==> config.mk <==
export PLATFORM = sky130hd
export DESIGN_NAME = pipelined_chunk_adder
export DESIGN_NICKNAME = d
export VERILOG_FILES = /design/src/rtl/adder_pkg.sv /design/src/rtl/rca_chunk.sv /design/src/rtl/pipelined_chunk_adder.sv
export SDC_FILE = /design/constraint.sdc
export NUM_CORES = 1
export LEC_CHECK = 0
export ABC_AREA = 1
export CAP_MARGIN = 30
export CORE_ASPECT_RATIO = 1.25
export CORE_UTILIZATION = 55
export DETAILED_ROUTE_END_ITERATION = 8
export GPL_TIMING_DRIVEN = 0
export PLACE_DENSITY = 0.77
export RECOVER_POWER = 50
export REMOVE_ABC_BUFFERS = 1
export SYNTH_ARGS = -nofsm -noshare
export SYNTH_HDL_FRONTEND = slang
export SYNTH_HIERARCHICAL = 1
export SYNTH_SLANG_ARGS = --single-unit
==> constraint.sdc <==
create_clock -name clk -period 4.25 [get_ports clk]
set_input_delay 0.6375 -clock clk [delete_from_list [all_inputs] [get_ports clk]]
set_output_delay 0.6375 -clock clk [all_outputs]
set_load 0.02 [all_outputs]
==> src/rtl/adder_pkg.sv <==
// -----------------------------------------------------------------------------
// adder_pkg
//   Shared definitions for pipelined_chunk_adder and its chunk adder.
//
//   Contents:
//     PCA_WIDTH_DEF / PCA_STAGES_DEF : default operand width and stage count
//     PCA_MAX_W                      : widest operand a stage record can carry
//     stage_t                        : per-stage register record (valid, carry,
//                                      overflow, skewed a / b_eff, partial sum)
//     chunk_lo()                     : low bit index of chunk s
//
//   stage_t is sized for PCA_MAX_W so one record type serves every legal
//   WIDTH. Bits above WIDTH are held at zero and fall away in synthesis.
// -----------------------------------------------------------------------------
package adder_pkg;

    localparam int PCA_WIDTH_DEF  = 32;
    localparam int PCA_STAGES_DEF = 4;
    localparam int PCA_MAX_W      = 64;

    typedef struct packed {
        logic                 valid;  // beat present in this stage
        logic                 carry;  // carry out of the chunk added here
        logic                 ovf;    // signed overflow of the chunk's MSB
        logic [PCA_MAX_W-1:0] a;      // operand A, upper chunks still pending
        logic [PCA_MAX_W-1:0] b;      // effective operand B (inverted on sub)
        logic [PCA_MAX_W-1:0] psum;   // sum chunks finished so far
    } stage_t;

    // Lowest bit of chunk s for a given chunk size.
    function automatic int chunk_lo(input int s, input int chunk);
        return s * chunk;
    endfunction

endpackage

==> src/rtl/rca_chunk.sv <==
// -----------------------------------------------------------------------------
// full_a / rca_chunk
//   full_a    : one-bit full adder cell.
//   rca_chunk : CHUNK-bit combinational ripple-carry adder built from full_a.
//
//   rca_chunk ports:
//     a, b       in  [CHUNK-1:0]  chunk operands
//     cin        in  1            carry into bit 0
//     sum        out [CHUNK-1:0]  chunk sum
//     cout       out 1            carry out of bit CHUNK-1
//     carry_msb  out 1            carry into bit CHUNK-1 (for signed overflow)
// -----------------------------------------------------------------------------
module full_a (
    input  logic a,
    input  logic b,
    input  logic ci,
    output logic s,
    output logic co
);
    assign s  = a ^ b ^ ci;
    assign co = (a & b) | (a & ci) | (b & ci);
endmodule

module rca_chunk #(
    parameter int CHUNK = 8
) (
    input  logic [CHUNK-1:0] a,
    input  logic [CHUNK-1:0] b,
    input  logic             cin,
    output logic [CHUNK-1:0] sum,
    output logic             cout,
    output logic             carry_msb
);
    // c[i] is the carry into bit i; c[CHUNK] leaves the chunk.
    logic [CHUNK:0] c;

    assign c[0] = cin;

    for (genvar i = 0; i < CHUNK; i++) begin : g_bit
        full_a u_fa (
            .a  (a[i]),
            .b  (b[i]),
            .ci (c[i]),
            .s  (sum[i]),
            .co (c[i+1])
        );
    end

    assign cout      = c[CHUNK];
    assign carry_msb = c[CHUNK-1];
endmodule

==> src/rtl/pipelined_chunk_adder.sv <==
// -----------------------------------------------------------------------------
// pipelined_chunk_adder
//   WIDTH-bit adder/subtractor split into STAGES chunks of CHUNK=WIDTH/STAGES
//   bits. Stage s adds chunk s with the registered carry from stage s-1, so the
//   longest carry path is one CHUNK-bit ripple. Operand chunks not yet added
//   ride forward through the stage records, and finished sum chunks ride along
//   with them so the whole result leaves the last stage aligned.
//
//   Optional feature: define PCA_OVF_EN to add the ovf port (signed overflow
//   of the full-width result, registered with sum).
//
//   Parameters:
//     WIDTH   operand/result width, multiple of STAGES, at most PCA_MAX_W
//     STAGES  pipeline stages and chunks (1..WIDTH)
//
//   Ports:
//     clk        in   rising-edge clock
//     rst_n      in   asynchronous active-low reset
//     in_valid   in   operand beat valid
//     in_ready   out  beat accepted this cycle if in_valid
//     a, b       in   operands
//     cin        in   carry-in (ignored when sub=1)
//     sub        in   1: a-b, 0: a+b+cin
//     out_valid  out  result beat valid
//     out_ready  in   consumer takes the result
//     sum        out  result
//     cout       out  carry-out of bit WIDTH-1 (1 = no borrow on subtract)
//     ovf        out  signed overflow (PCA_OVF_EN only)
//
//   Handshake: a beat transfers on any rising edge where valid && ready are
//   both high on that side. The whole pipeline advances on one enable,
//   en = !out_valid || out_ready, and in_ready is en itself, so in_ready
//   depends combinationally on out_ready but never on in_valid. Bubbles are
//   kept in place rather than squeezed out.
// -----------------------------------------------------------------------------
module pipelined_chunk_adder
    import adder_pkg::*;
#(
    parameter int WIDTH  = PCA_WIDTH_DEF,
    parameter int STAGES = PCA_STAGES_DEF
) (
    input  logic             clk,
    input  logic             rst_n,
    input  logic             in_valid,
    output logic             in_ready,
    input  logic [WIDTH-1:0] a,
    input  logic [WIDTH-1:0] b,
    input  logic             cin,
    input  logic             sub,
    output logic             out_valid,
    input  logic             out_ready,
    output logic [WIDTH-1:0] sum,
    output logic             cout
`ifdef PCA_OVF_EN
    ,
    output logic             ovf
`endif
);

    localparam int CHUNK = WIDTH / STAGES;
    localparam int LAST  = STAGES - 1;

    // Stage registers and the values each stage would load next.
    stage_t r   [STAGES];
    stage_t src [STAGES];
    stage_t nxt [STAGES];
    stage_t first;

    logic             en;
    logic [WIDTH-1:0] b_eff;
    logic             c0;

    logic [STAGES-1:0][CHUNK-1:0] ch_a;
    logic [STAGES-1:0][CHUNK-1:0] ch_b;
    logic [STAGES-1:0][CHUNK-1:0] ch_sum;
    logic [STAGES-1:0]            ch_cin;
    logic [STAGES-1:0]            ch_cout;
    logic [STAGES-1:0]            ch_cmsb;

    // ------------------------------------------------------------------
    // Flow control
    // ------------------------------------------------------------------
    assign en        = !out_valid || out_ready;
    assign in_ready  = en;
    assign out_valid = r[LAST].valid;

    // Subtraction is a + ~b + 1; cin is not used in that mode.
    assign b_eff = sub ? ~b : b;
    assign c0    = sub ? 1'b1 : cin;

    // Record entering stage 0. Because stage 0 only loads when en (== in_ready)
    // is high, in_valid alone decides whether the loaded slot is a beat or a
    // bubble.
    always_comb begin
        first       = '0;
        first.valid = in_valid;
        first.carry = c0;
        first.a     = PCA_MAX_W'(a);
        first.b     = PCA_MAX_W'(b_eff);
    end

    // ------------------------------------------------------------------
    // Per-stage chunk adders
    // ------------------------------------------------------------------
    for (genvar s = 0; s < STAGES; s++) begin : g_stage
        if (s == 0) begin : g_head
            assign src[s] = first;
        end else begin : g_body
            assign src[s] = r[s-1];
        end

        // The carry entering chunk s is the carry field of the record feeding
        // this stage: c0 for stage 0, the registered chunk carry otherwise.
        assign ch_a[s]   = src[s].a[chunk_lo(s, CHUNK) +: CHUNK];
        assign ch_b[s]   = src[s].b[chunk_lo(s, CHUNK) +: CHUNK];
        assign ch_cin[s] = src[s].carry;

        rca_chunk #(
            .CHUNK (CHUNK)
        ) u_rca (
            .a         (ch_a[s]),
            .b         (ch_b[s]),
            .cin       (ch_cin[s]),
            .sum       (ch_sum[s]),
            .cout      (ch_cout[s]),
            .carry_msb (ch_cmsb[s])
        );
    end

    // Next-state records: pass everything forward, drop in this stage's sum
    // chunk and replace the carry with the chunk carry-out.
    always_comb begin
        for (int s = 0; s < STAGES; s++) begin
            nxt[s]       = src[s];
            nxt[s].carry = ch_cout[s];
            nxt[s].psum[chunk_lo(s, CHUNK) +: CHUNK] = ch_sum[s];
`ifdef PCA_OVF_EN
            // Only the last stage's value reaches ovf; there the chunk MSB is
            // bit WIDTH-1 of the full result.
            nxt[s].ovf = ch_cmsb[s] ^ ch_cout[s];
`else
            nxt[s].ovf = 1'b0;
`endif
        end
    end

    // ------------------------------------------------------------------
    // Stage registers: all advance together on en, all hold otherwise.
    // ------------------------------------------------------------------
    always_ff @(posedge clk or negedge rst_n) begin
        if (!rst_n) begin
            for (int s = 0; s < STAGES; s++) begin
                r[s] <= '0;
            end
        end else if (en) begin
            for (int s = 0; s < STAGES; s++) begin
                r[s] <= nxt[s];
            end
        end
    end

    // ------------------------------------------------------------------
    // Outputs straight from the last stage register.
    // ------------------------------------------------------------------
    assign sum  = r[LAST].psum[WIDTH-1:0];
    assign cout = r[LAST].carry;
`ifdef PCA_OVF_EN
    assign ovf  = r[LAST].ovf;
`endif

    // The last stage's operand copies, the upper record bits and (without
    // PCA_OVF_EN) the overflow terms have no consumer.
    logic unused_bits;
    assign unused_bits = ^{r[LAST].a, r[LAST].b, r[LAST].psum, r[LAST].ovf, ch_cmsb};

endmodule

==> qor.yml, run 1 <==
dp_hpwl_um: 8800
min_period_ns: 4.13
critPathLaunchType: "primary input"
crit_path_frequent_cell: "fa_2"
worstSetupPathType: "primary input to flip-flop"
hold_viol_final: 0
clock_path_buffers: 2
fmax_ghz: 0.242
synth_common_cells: "nand2_1, dfrtp_1, inv_1, o21ai_0, fa_1"
core_area_sq_um: 14000
stdcell_count: 1150
violations: "max-capacitance violations, max-slew violations"
cts-hold-fix-buffers: 0
numCtsBuffers: 17
yosysMostFrequentCell: "nand2_1"
synth_area_leaders: "dfrtp_1, nand2_1, fa_1"
die-width_um: 110
place_inst: 1118
switchingPower_mw: 2.40
final_design_area_no_fill_sq_um: 9670
area_delta_synth_final_pct: 21.0
rsz0062_at_grt: "no"
cp_cell_sequence: "clkdlybuf4s50_1 -> or2_2 -> fa_1 -> fa_2 -> fa_2 -> fa_2 -> fa_2 -> fa_2 -> fa_2 -> fa_1 -> nand2_1 -> o21ai_0"
grt_pass1_vias: 5353
netlist_area_sq_um: 7990
status: "finished with violations"
post_cts_buffers: 0
ant_nets: 0
drc: 0
start_util_pct: 57.1
drt-total-wl_um: 14200
cellPowerDensity_nw_per_um2: 709
fin_nets: 1064
cts_sinks: 184
grt_pass1_wl_um: 24200
ios: 105
crit_slowest_cell: "fa_1"
whs_ns: 0.455
yosys.area.top_type: "dfrtp_1"
drt_iter0_drc: 290
grt_max_degree: 108
n_antenna_cell: 0
cp_max_fo: 1
nFillCells: 1092
hold_class: "flip-flop to flip-flop"
fp.dieH_um: 137
ir_worst_vdd_mv: 0.570
synth_edf_count: 0
worst_ep_required_time_ns: 4.53
dieArea_sq_um: 15000
insertion_delay_ns: 0.43
internal_power_mw: 4.45
p_clk_share_pct: 22.5
placed_cell_area_sq_um: 9110
max_cap_violations: 2
worstMarginPinSlew_ns: 2.07
grt_overflow_total: 0
htreeDepth: 4
end_kind: "flip-flop"
seqPwrFrac_pct: 43.5
num_rows: 48
ys.flop_type: "dfrtp_1"
synth-seq-area-share_pct: 57.6
gp_congestion: 0.721
vias_per_cell: 4.79
synthDistinctLibCells: 14
vias: 5504
clockRootBuffer: "clkbuf_16"
drv_slew: 113
arrival_ns: 4.42
p_comb_share_pct: 34.0
grt_usage_pct: 21.0
slowest_delay_ns: 0.43
slew_headroom_pct: -38.2
fin_tns_setup_ns: 0
synth_top_area_share_pct: 57.6
wl_per_cell_um: 12.3
fin_crit_sh_pct: 97.2
dr.pass1.iters: 4
finalSetupViolations: 0
port_buffers: 104
leakage_nw: 4.97
total_power_mw: 6.86
asyncSetResetFlopFracSynth_pct: 100
yosysWarnings: 6
clk_pin_slew_worst_paths_ns: 0.06
drive_gt1_share_pct: 4.92
cts_tree: "done"
antenna_found_initial: 0
postSynthAreaPerCell_sq_um: 9.09
synthCells: 879
ys_seq_elements: 184
switching_share_pct: 35.1
fin_skew_ns: 0.00595
## layer usage
layer  wire, um  part of all wire [%]  global-route usage [%]
met2       7250                    51                    35.8
met4        225                   1.6                    8.30
met1       6340                    45                    26.5
met3        365                   2.6                    3.81
met5          0                     0                       0
## critical path, delay by kind of cell
kind            cells  cell delay (ns)
compound gates      1             0.09
fa+ha+maj           8             2.95
buf+inv             1             0.39
simple gates        2             0.35
## area by class of cell
class	instances	area (sq um)	share of cell area [%]
clock inverters	13	128	1.32
clock buffers	19	453	4.68
repair buffers	110	1160	12.0
well taps	175	219	2.26
multi-input cells	602	2930	30.3
flip-flops and latches	184	4600	47.6
inverters	47	176	1.82
## power by group through the flow
stage	combinational, mW	sequential [mW]	clock [mW]
after floorplan	1.40	3.11	0
after global placement	2.31	2.98	0
after detailed placement	2.36	3.01	0
after CTS	2.38	2.99	1.57
after global routing	2.72	3.09	1.63
final	2.33	2.98	1.54
## stage by stage
stage	worst slack [ns]	util [%]
after floorplan	-0.138	-
after global placement	-4.95	63.9
after detailed placement	-0.792	65.1
after CTS	0.0112	69.3
after global routing	0.0114	69.1
final	0.119	69.1
## sequential cells by signal, indices dropped and copies added (netlist names)
register   cells
nxt           99
sum           32
out_valid      1
ch_b          24
ch_a          24
ch_cin         3
cout           1
## layout by cell type (no fill, tap or decap), drive strengths merged, types with 2 or more instances in the layout
master,synthesis,layout
buf,44,6
bufinv,0,2
clkbuf,2,21
clkdlybuf4s50,0,101
clkinv,0,8
clkinvlp,0,2
dfrtp,184,184
fa,32,32
inv,47,48
nand2,497,497
nand3,24,24
o21ai,39,39
xor2,8,8
## cell families after synthesis
group	count (synthesis)	synth area share, %
AOI/OAI and AO/OA	39	2.44
xor gates and xnor gates	8	0.877
adders and majority gates	32	8.01
buffers and inverters	93	6.04
DFF	184	57.6
and+or+nand+nor	523	25.0
## final timing paths
kind,startpoint,to,slack (ns),cells after the start
min reg2reg,nxt[194],out_valid,0.45,2
max reg2reg,ch_a[16],nxt[23],0.25,10
min in group asynchronous,rst_n,nxt[5],0.71,1
min,nxt[194],out_valid,0.45,2
max,cin,nxt[397],0.12,12
max in group asynchronous,rst_n,nxt[19],1.12,2
## what timing repair did
action	4_1_cts	5_1_grt
pin swaps	1	1
endpoints found under the setup margin	2	2
resized for setup	6	1
(Power assumes the default switching activity.)
==> run 2, diff against run 1 <==
- CORE_UTILIZATION: 55 -> 45
- PLACE_DENSITY: 0.77 -> 0.64
- RECOVER_POWER: 50 -> 25
==> run 2 against run 1 <==
Effect of this change:
- wire length grew 2.0%
- global-route usage is 3.7 points lower
- the flow still finishes with violations (max-capacitance violations, max-slew violations)
- critical path depth stayed put
- largest power group unchanged
- first-iteration DRC count rose by 30%
- final cell count grew 4.2%
- setup slack worse by 0.0048 ns
- sequential power barely moved
- clock power barely moved
- sequential share of layout area down 0.31 points
==> qor.yml, run 2 (synthesis results as in run 1) <==
r2r-end: "nxt[23]"  # unchanged
placed_cell_area_sq_um: 9160  # was 9110 sq um
drt-total-wl_um: 14500  # was 14200 um
ant_nets: 0  # unchanged
post_cts_buffers: 0  # unchanged
numCtsBuffers: 17  # unchanged
worstSetupPathType: "primary input to flip-flop"  # unchanged
dr.pass1.iters: 4  # unchanged
start_util_pct: 45.9  # was 57.1%
core_area_sq_um: 17400  # was 14000 sq um
hold_class: "flip-flop to flip-flop"  # unchanged
cellPowerDensity_nw_per_um2: 705  # was 709 nW/um^2
port_buffers: 104  # unchanged
worst_ep_required_time_ns: 4.54  # was 4.53 ns
wl_per_cell_um: 12.1  # was 12.3 um
grt_max_degree: 110  # was 108
clockRootBuffer: "clkbuf_16"  # unchanged
grt_pass1_wl_um: 24700  # was 24200 um
n_antenna_cell: 0  # unchanged
area_delta_synth_final_pct: 21.8  # was 21.0%
hold_path_depth: 2  # unchanged
status: "finished with violations"  # unchanged
grt_pass1_vias: 5117  # was 5353
vias: 5483  # was 5504
r2r_slack_ns: 0.19  # was 0.25 ns
hold_viol_final: 0  # unchanged
dieArea_sq_um: 18300  # was 15000 sq um
grt_overflow_total: 0  # unchanged
final_cell_mix: "nand2_1, dfrtp_1, clkdlybuf4s50_1, inv_1, o21ai_0"  # unchanged
gp_congestion: 0.702  # was 0.721
final_util_pct: 55.8  # was 69.1%
fin_skew_ns: 0.00811  # was 0.00595 ns
drv_slew: 77  # was 113
timing.rr.start: "ch_a[16]"  # unchanged
die-width_um: 121  # was 110 um
clk_pin_slew_worst_paths_ns: 0.07  # was 0.06 ns
cp_max_fo: 1  # unchanged
ios: 105  # unchanged
leakage_nw: 4.96  # was 4.97 nW
min_to: "out_valid"  # unchanged
violations: "max-capacitance violations, max-slew violations"  # unchanged
hp-start: "nxt[194]"  # unchanged
finalSetupViolations: 0  # unchanged
dp_hpwl_um: 8920  # was 8800 um
largest_reg_flops: 99  # unchanged
layout_commonest_cell: "nand2_1"  # unchanged
clock_path_buffers: 2  # unchanged
drt_iter0_drc: 376  # was 290
grt_usage_pct: 17.4  # was 21.0%
reg2reg_depth: 10  # unchanged
fp.dieH_um: 151  # was 137 um
ir_worst_vdd_mv: 0.280  # was 0.570 mV
vias_per_cell: 4.58  # was 4.79
end_kind: "flip-flop"  # unchanged
fin_crit_sh_pct: 97.3  # was 97.2%
drive_gt1_share_pct: 4.41  # was 4.92%
cts_tree: "done"  # unchanged
antenna_found_initial: 0  # unchanged
drc: 0  # unchanged
final_design_area_no_fill_sq_um: 9730  # was 9670 sq um
cts_sinks: 184  # unchanged
whs_ns: 0.449  # was 0.455 ns
fin_nets: 1064  # unchanged
fmax_ghz: 0.242  # about the same
slew_headroom_pct: -26.5  # was -38.2%
min_period_ns: 4.14  # was 4.13 ns
rsz0062_at_grt: "no"  # unchanged
worstMarginPinSlew_ns: 1.90  # was 2.07 ns
critPathLaunchType: "primary input"  # unchanged
htreeDepth: 4  # unchanged
arrival_ns: 4.43  # was 4.42 ns
fin_tns_setup_ns: 0  # unchanged
insertion_delay_ns: 0.42  # was 0.43 ns
num_rows: 54  # was 48
max_cap_violations: 1  # was 2
[run 2: cell count changes in the layout (fill, tap and decap cells not counted), sizes merged]
| cell | previous run | this run |
|---|---|---|
| clkbuf | 21 | 27 |
| clkinv | 8 | 3 |
| clkdlybuf4s50 | 101 | 102 |
| clkinvlp | 2 | 1 |
| dlygate4sd3 | 1 | 0 |
| inv | 48 | 47 |
[run 2: per-stage QoR]
step                      setup WS (ns)  power [mW]  cells
after floorplan                  -0.138        4.51    833
after global placement            -5.31        5.36   1161
after detailed placement         -0.844        5.38   1167
after CTS                       0.00612        6.98   1198
after global routing            0.00377        7.49   1198
final                             0.114        6.87   1198
[run 2: repair_timing]
item	4_1_cts	5_1_grt
gates cloned	0	0
gates resized for setup	4	2
hold buffers	0	0
setup endpoints to repair	2	2
[run 2: final cells by class]
type                       instances  area, sq um
inverter                          47          176
fill                            1600         7700
multi-input combinational        602         2940
sequential                       184         4600
clock inverter                     6         90.1
clock buffer                      25          495
tap                              224          280
timing repair buffer             110         1150
[run 2: critical path, cell delays in order]
cell and delay, ns:
clkdlybuf4s50_1 0.39, or2_2 0.28, fa_1 0.39, fa_2 0.35, fa_1 0.38, fa_2 0.35
fa_2 0.36, fa_2 0.35, fa_2 0.36, fa_1 0.43, nand2_1 0.07, o21ai_0 0.09
[run 2: worst max path at each step]
stage / startpoint / end / slack, ns
after floorplan: sub / nxt[397] / -0.14
after detailed placement: sub / nxt[397] / -0.84
after CTS: cin / nxt[397] / 0.006
after global placement: rst_n / sum[5] / -5.31
after global routing: cin / nxt[397] / 0.004
final: cin / nxt[397] / 0.11
[run 2: routing by layer]
metal  routed length [um]  track usage (%)  up-vias  part of all wire, %
met1                 6880             23.4     2570                   48
met5                    0                0        -                    0
met3                  443             3.58       14                  3.1
met4                  227             6.85        0                  1.6
met2                 6910             27.6       90                   48
li1                     -                -     2809                    -
[run 2: where the power goes]
part	total (mW)	internal, mW	switching, mW
sequential	2.97	2.53	0.438
combinational	2.32	1.02	1.30
clock	1.57	0.928	0.643
==> edit 1: new RTL, config.mk and constraints of run 1 <==
Build with the macro `PCA_OVF_EN` defined.
--- a/src/rtl/pipelined_chunk_adder.sv
+++ b/src/rtl/pipelined_chunk_adder.sv
@@ -35,2 +35,4 @@
 // -----------------------------------------------------------------------------
+`define PCA_OVF_EN
+
 module pipelined_chunk_adder
Check against the original RTL (old outputs only; new: ovf): same outputs for any inputs over 4 cycles, from zero or initial values and one cycle with rst_n low; that may be too few to reach the edited logic, so the function may still have changed.
==> edit 1 against run 1 <==
The flow still finishes with violations (capacitance limit, slew limit). Design area grew 0.41%. Power up 1.6%. Fmax grew 0.50%. Register-to-register slack lost 0.11 ns. Area after synthesis shrank 0.16%. Clock skew rose by 0.0016 ns. Non-clock buffer count grew 1. Wire length up 0.89%. Via count increased by 2.1%. Setup slack better by 0.021 ns. Combinational power up 3%. Sequential cell count is 1 higher. Critical path type is now flop to flop.
==> edit 1: results (changes against run 1) <==
----------------------------------------------------
[Outcome]
  Outcome ... complete, but fails checks (unchanged)
  Violated checks ... capacitance limit, slew limit (unchanged)

[Logic synthesis]
  Proportion of synthesized chip area in sequential cells ... 58.0% (was 57.6%)
  Mapped Avg Cell Area ... 9.02 sq um (was 9.09 sq um)
  Area contributors post-synth ... sky130_fd_sc_hd__dfrtp_1 58%, sky130_fd_sc_hd__nand2_1 23%, sky130_fd_sc_hd__fa_1 8.0%, sky130_fd_sc_hd__inv_1 2.4%, sky130_fd_sc_hd__o21ai_0 2.2% (was sky130_fd_sc_hd__dfrtp_1 58%, sky130_fd_sc_hd__nand2_1 23%, sky130_fd_sc_hd__fa_1 8.0%, sky130_fd_sc_hd__o21ai_0 2.4%, sky130_fd_sc_hd__buf_4 2.3%)

[Drt]
  Post-DR vias/cell ... 4.85 (was 4.79)
  M1 WL ... 6550 um (was 6340 um)
  Routed met2 length ... 7030 um (was 7250 um)
  Final WL ... 14300 um (was 14200 um)
  Routed wire length on met3 ... 498 um (was 365 um)
  First-iteration detailed-routing DRC count ... 488 (was 290)
  Detail-routed net length per standard cell ... 12.4 um (was 12.3 um)

[Power and ir drop]
  Max rail drop VDD ... 0.000773 V (was 0.000570 V)
  Switch Pwr ... 2.48 mW (was 2.40 mW)

[Global routing]
  Vias in the first global route ... 5424 (was 5353)
  Wire length of the first global-routing pass ... 25100 um (was 24200 um)
  Largest net degree at the start of global routing ... 153 (was 108)

[Setup path]
  Longest individual stage delay on the worst path ... 0.45 ns (was 0.43 ns)
  Signal arrival time at the worst endpoint ... 4.39 ns (was 4.42 ns)
  Worst r2r src ... ch_a[8] (was ch_a[16])
  Slack of the worst reg-to-reg path ... 0.14 ns (was 0.25 ns)
  Critical path capture point ... nxt[210] (was nxt[397])

[Timing]
  Relative max-transition margin ... -61.0% (was -38.2%)
  Skew final ... 0.00760 ns (was 0.00595 ns)
  Pins Over Slew Limit ... 129 (was 113)

[Placement]
  Placed Cells ... 1125 (was 1118)
  Placement-stage cell area ... 9170 sq um (was 9110 sq um)
  Routability congestion estimate ... 0.734 (was 0.721)
  Placed wire-length estimate ... 8700 um (was 8800 um)

[Finish]
  Share of cells above drive strength 1 ... 4.89% (was 4.92%)

[Flow run]
  Maximum Capacitance Violations ... 2 (unchanged)

----------------------------------------------------
-- edit 1: power groups by stage --
stage | Sequential [mW] | Clock [mW] | Combinational (mW)
after CTS | 3.00 | 1.60 | 2.45
after floorplan | 3.14 | 0 | 1.43
after detailed placement | 3.02 | 0 | 2.42
after global routing | 3.11 | 1.68 | 2.78
final | 3.00 | 1.58 | 2.40
after global placement | 3.00 | 0 | 2.38
-- edit 1: routing by layer --
layer	up-vias	GRT usage, %
met5	-	0
met4	0	7.85
met3	15	3.90
met2	112	35.8
met1	2659	29.0
li1	2831	-
-- edit 1: layout make-up --
| type | count | area (sq um) |
|---|---|---|
| Tap cell | 175 | 219 |
| Timing Repair Buffer | 111 | 1130 |
| Sequential cell | 185 | 4630 |
| Multi-Input combinational cell | 604 | 2950 |
| Fill cell | 1115 | 4280 |
| Clock buffer | 19 | 453 |
| Inverter | 50 | 188 |
| Clock inverter | 13 | 145 |
-- edit 1: how the worst min path moves through the flow --
stage	endpoint	slack, ns	cells past startpoint
detailed placement	out_valid	0.44	2
CTS	nxt[478]	0.26	1
finish	out_valid	0.45	2
global placement	out_valid	0.43	2
floorplan	ch_a[10]	0.34	0
global route	nxt[353]	0.49	2
-- edit 1: metrics by stage --
| stage | worst slack, ns | util (%) | hold WS (ns) |
|---|---|---|---|
| after floorplan | -0.138 | - | 0.342 |
| after global placement | -5.02 | 64.4 | 0.434 |
| after detailed placement | -0.799 | 65.5 | 0.439 |
| after CTS | 0.0243 | 69.9 | 0.265 |
| after global routing | 0.0251 | 69.4 | 0.488 |
| final | 0.140 | 69.4 | 0.452 |
-- edit 1: what timing repair did --
action | in CTS | in global routing
endpoints found under the setup margin | 2 | 2
gates resized for setup | 4 | 4
endpoints found under the hold margin | 0 | 0
-- edit 1: tightest hold or removal path, delay by kind of cell, from the launching register on --
family | cells | cell delay, ns
DFF | 1 | 0.32
and+or+nand+nor | 1 | 0.06
buffers and inverters | 1 | 0.04
-- edit 1: logic make-up (layout without fill, tap and decap cells) --
family / after synthesis / after routing / synth area share [%]
and+or+nand+nor: 522 / 522 / 25.0
DFF: 185 / 185 / 58.0
buffers and inverters: 96 / 193 / 5.42
AOI/OAI and AO/OA: 42 / 42 / 2.63
adders and majority gates: 32 / 32 / 8.03
xor gates and xnor gates: 8 / 8 / 0.878
==> edit 2: new RTL, settings of run 1 <==
Made on the original files. `PCA_MAX_W`: 64 -> 32.
--- a/src/rtl/adder_pkg.sv
+++ b/src/rtl/adder_pkg.sv
@@ -18,3 +18,3 @@
     localparam int PCA_STAGES_DEF = 4;
-    localparam int PCA_MAX_W      = 64;
+    localparam int PCA_MAX_W      = 32;
 
Formal check against the unedited RTL: same outputs for any inputs over 4 cycles, from zero or initial values and one cycle with rst_n low; that may be too few to reach the edited logic, so the function may still have changed.
==> edit 2 against run 1 <==
The flow still finishes with violations (capacitance limit, slew limit). Design area fell by 0.12%. Wire length rose by 0.44%. Sequential share of layout area rose by 0.056 points. Sequential cell count did not move. Clock power rose by 3%. Area after synthesis fell by 1.1%. Power rose by 0.15%. Fmax barely moved. Setup slack got worse by 0.0035 ns.
==> edit 2: results (changes against run 1) <==
----------------------------------------------------
[Timing]
  Pins Over Slew Limit ... 108 (was 113)
  Skew final ... 0.00701 ns (was 0.00595 ns)
  Transition time at the pin with the least slew margin ... 1.90 ns (was 2.07 ns)

[Global routing]
  Largest net degree at the start of global routing ... 107 (was 108)
  Vias in the first global route ... 5330 (was 5353)

[Power and ir drop]
  Max rail drop VDD ... 0.000571 V (was 0.000570 V)
  Cell leakage power ... 4.84 nW (was 4.97 nW)

[Flow run]
  Maximum Capacitance Violations ... 2 (unchanged)

[Finish]
  Number of flip-flops in the largest register ... 99 (unchanged)
  Post-layout nets ... 1045 (was 1064)
  Share of cells above drive strength 1 ... 4.82% (was 4.92%)

[Drt]
  Routed met2 length ... 7060 um (was 7250 um)
  Final WL ... 14200 um (about the same)
  Via count ... 5511 (was 5504)
  First-iteration detailed-routing DRC count ... 323 (was 290)
  M1 WL ... 6410 um (was 6340 um)
  Routed wire length on met3 ... 519 um (was 365 um)

[Placement]
  Placed wire-length estimate ... 9020 um (was 8800 um)
  Routability congestion estimate ... 0.741 (was 0.721)

[Clocking]
  Clock latency reported for the late side of the worst-skew pair ... around 0.42 ns

[Outcome]
  Outcome ... complete, but fails checks (unchanged)
  Violated checks ... capacitance limit, slew limit (unchanged)

[Logic synthesis]
  Library cells used by synthesis ... 12 (was 14)
  Proportion of synthesized chip area in sequential cells ... 58.2% (was 57.6%)
  Top post-synthesis cells by count ... 417 x sky130_fd_sc_hd__nand2_1, 184 x sky130_fd_sc_hd__dfrtp_1, 79 x sky130_fd_sc_hd__o21ai_0, 67 x sky130_fd_sc_hd__inv_1, 32 x sky130_fd_sc_hd__fa_1 (was 496 x sky130_fd_sc_hd__nand2_1, 184 x sky130_fd_sc_hd__dfrtp_1, 47 x sky130_fd_sc_hd__inv_1, 39 x sky130_fd_sc_hd__o21ai_0, 32 x sky130_fd_sc_hd__fa_1)
  Area contributors post-synth ... sky130_fd_sc_hd__dfrtp_1 58%, sky130_fd_sc_hd__nand2_1 20%, sky130_fd_sc_hd__fa_1 8.1%, sky130_fd_sc_hd__o21ai_0 5.0%, sky130_fd_sc_hd__inv_1 3.2% (was sky130_fd_sc_hd__dfrtp_1 58%, sky130_fd_sc_hd__nand2_1 23%, sky130_fd_sc_hd__fa_1 8.0%, sky130_fd_sc_hd__o21ai_0 2.4%, sky130_fd_sc_hd__buf_4 2.3%)

[Setup path]
  Signal arrival time at the worst endpoint ... 4.43 ns (was 4.42 ns)

----------------------------------------------------
[edit 2: cell types whose count changed after synthesis, sizes merged]
| cell | delta |
|---|---|
| o21ai | +40 |
| nand2 | -80 |
| buf | -3 |
| clkbuf | +3 |
| inv | +20 |
[edit 2: final cells by class]
cell class              instances  area [sq um]
flip-flops and latches        184          4600
repair buffers                111          1160
clock buffers                  20           447
well taps                     175           219
multi-input cells             562          2830
inverters                      67           251
fillers                      1081          4280
clock inverters                11           150
[edit 2: kinds of logic (layout without fill, tap and decap cells)]
kind of cell / after synthesis / count (layout) / share of synthesized area (%)
flip-flops: 184 / 184 / 58.2
AO/OA/AOI/OAI: 79 / 79 / 5.00
buffers and inverters: 113 / 209 / 6.33
XOR/XNOR: 8 / 8 / 0.886
AND/OR/NAND/NOR: 443 / 443 / 21.4
adder cells (fa/ha/maj): 32 / 32 / 8.10
[edit 2: final timing paths]
| path | startpoint | endpoint | slack, ns | cells past startpoint |
|---|---|---|---|---|
| worst max-delay path | cin | nxt[205] | 0.12 | 12 |
| worst min-delay path | nxt[98] | out_valid | 0.47 | 2 |
| worst max register to register | ch_a[16] | nxt[23] | 0.29 | 10 |
| worst min register to register | nxt[98] | out_valid | 0.47 | 2 |
| max in group asynchronous | rst_n | ch_a[13] | 1.09 | 2 |
| min in group asynchronous | rst_n | sum[20] | 0.74 | 1 |
[edit 2: worst max-delay path, cell delays in order]
cell                              delay (ns)
sky130_fd_sc_hd__clkdlybuf4s50_1        0.41
sky130_fd_sc_hd__or2_2                  0.29
sky130_fd_sc_hd__fa_2                   0.34
sky130_fd_sc_hd__fa_2                   0.35
sky130_fd_sc_hd__fa_2                   0.42
sky130_fd_sc_hd__fa_2                   0.35
sky130_fd_sc_hd__fa_2                   0.34
sky130_fd_sc_hd__fa_2                   0.36
sky130_fd_sc_hd__fa_2                   0.36
sky130_fd_sc_hd__fa_1                   0.43
sky130_fd_sc_hd__nand2_1                0.07
sky130_fd_sc_hd__o21ai_0                0.07
[edit 2: power breakdown]
part	switching, mW	total, mW	internal, mW
combinational	1.31	2.33	1.02
sequential	0.421	2.95	2.53
clock	0.648	1.59	0.939
[edit 2: what timing repair did]
item,CTS,global route
setup endpoints to repair,2,2
pin swaps,0,1
gates cloned,0,0
resized for setup,4,4
[edit 2: routing by layer]
metal	track usage [%]	up-vias
met5	0	-
met4	7.85	0
met3	4.36	18
met2	35.2	104
met1	27.9	2625
li1	-	2764
[edit 2: metrics by stage]
stage	cell area (sq um)	utilization, %	worst slack, ns	cells
4_1_cts	9710	69.7	0.00696	1130
5_1_grt	9660	69.3	0.0112	1130
3_5_place_dp	9100	65.3	-0.835	1099
6_report	9660	69.3	0.116	1130
3_3_place_gp	8920	64.0	-5.69	1092
2_1_floorplan	7660	-	-1.98	813
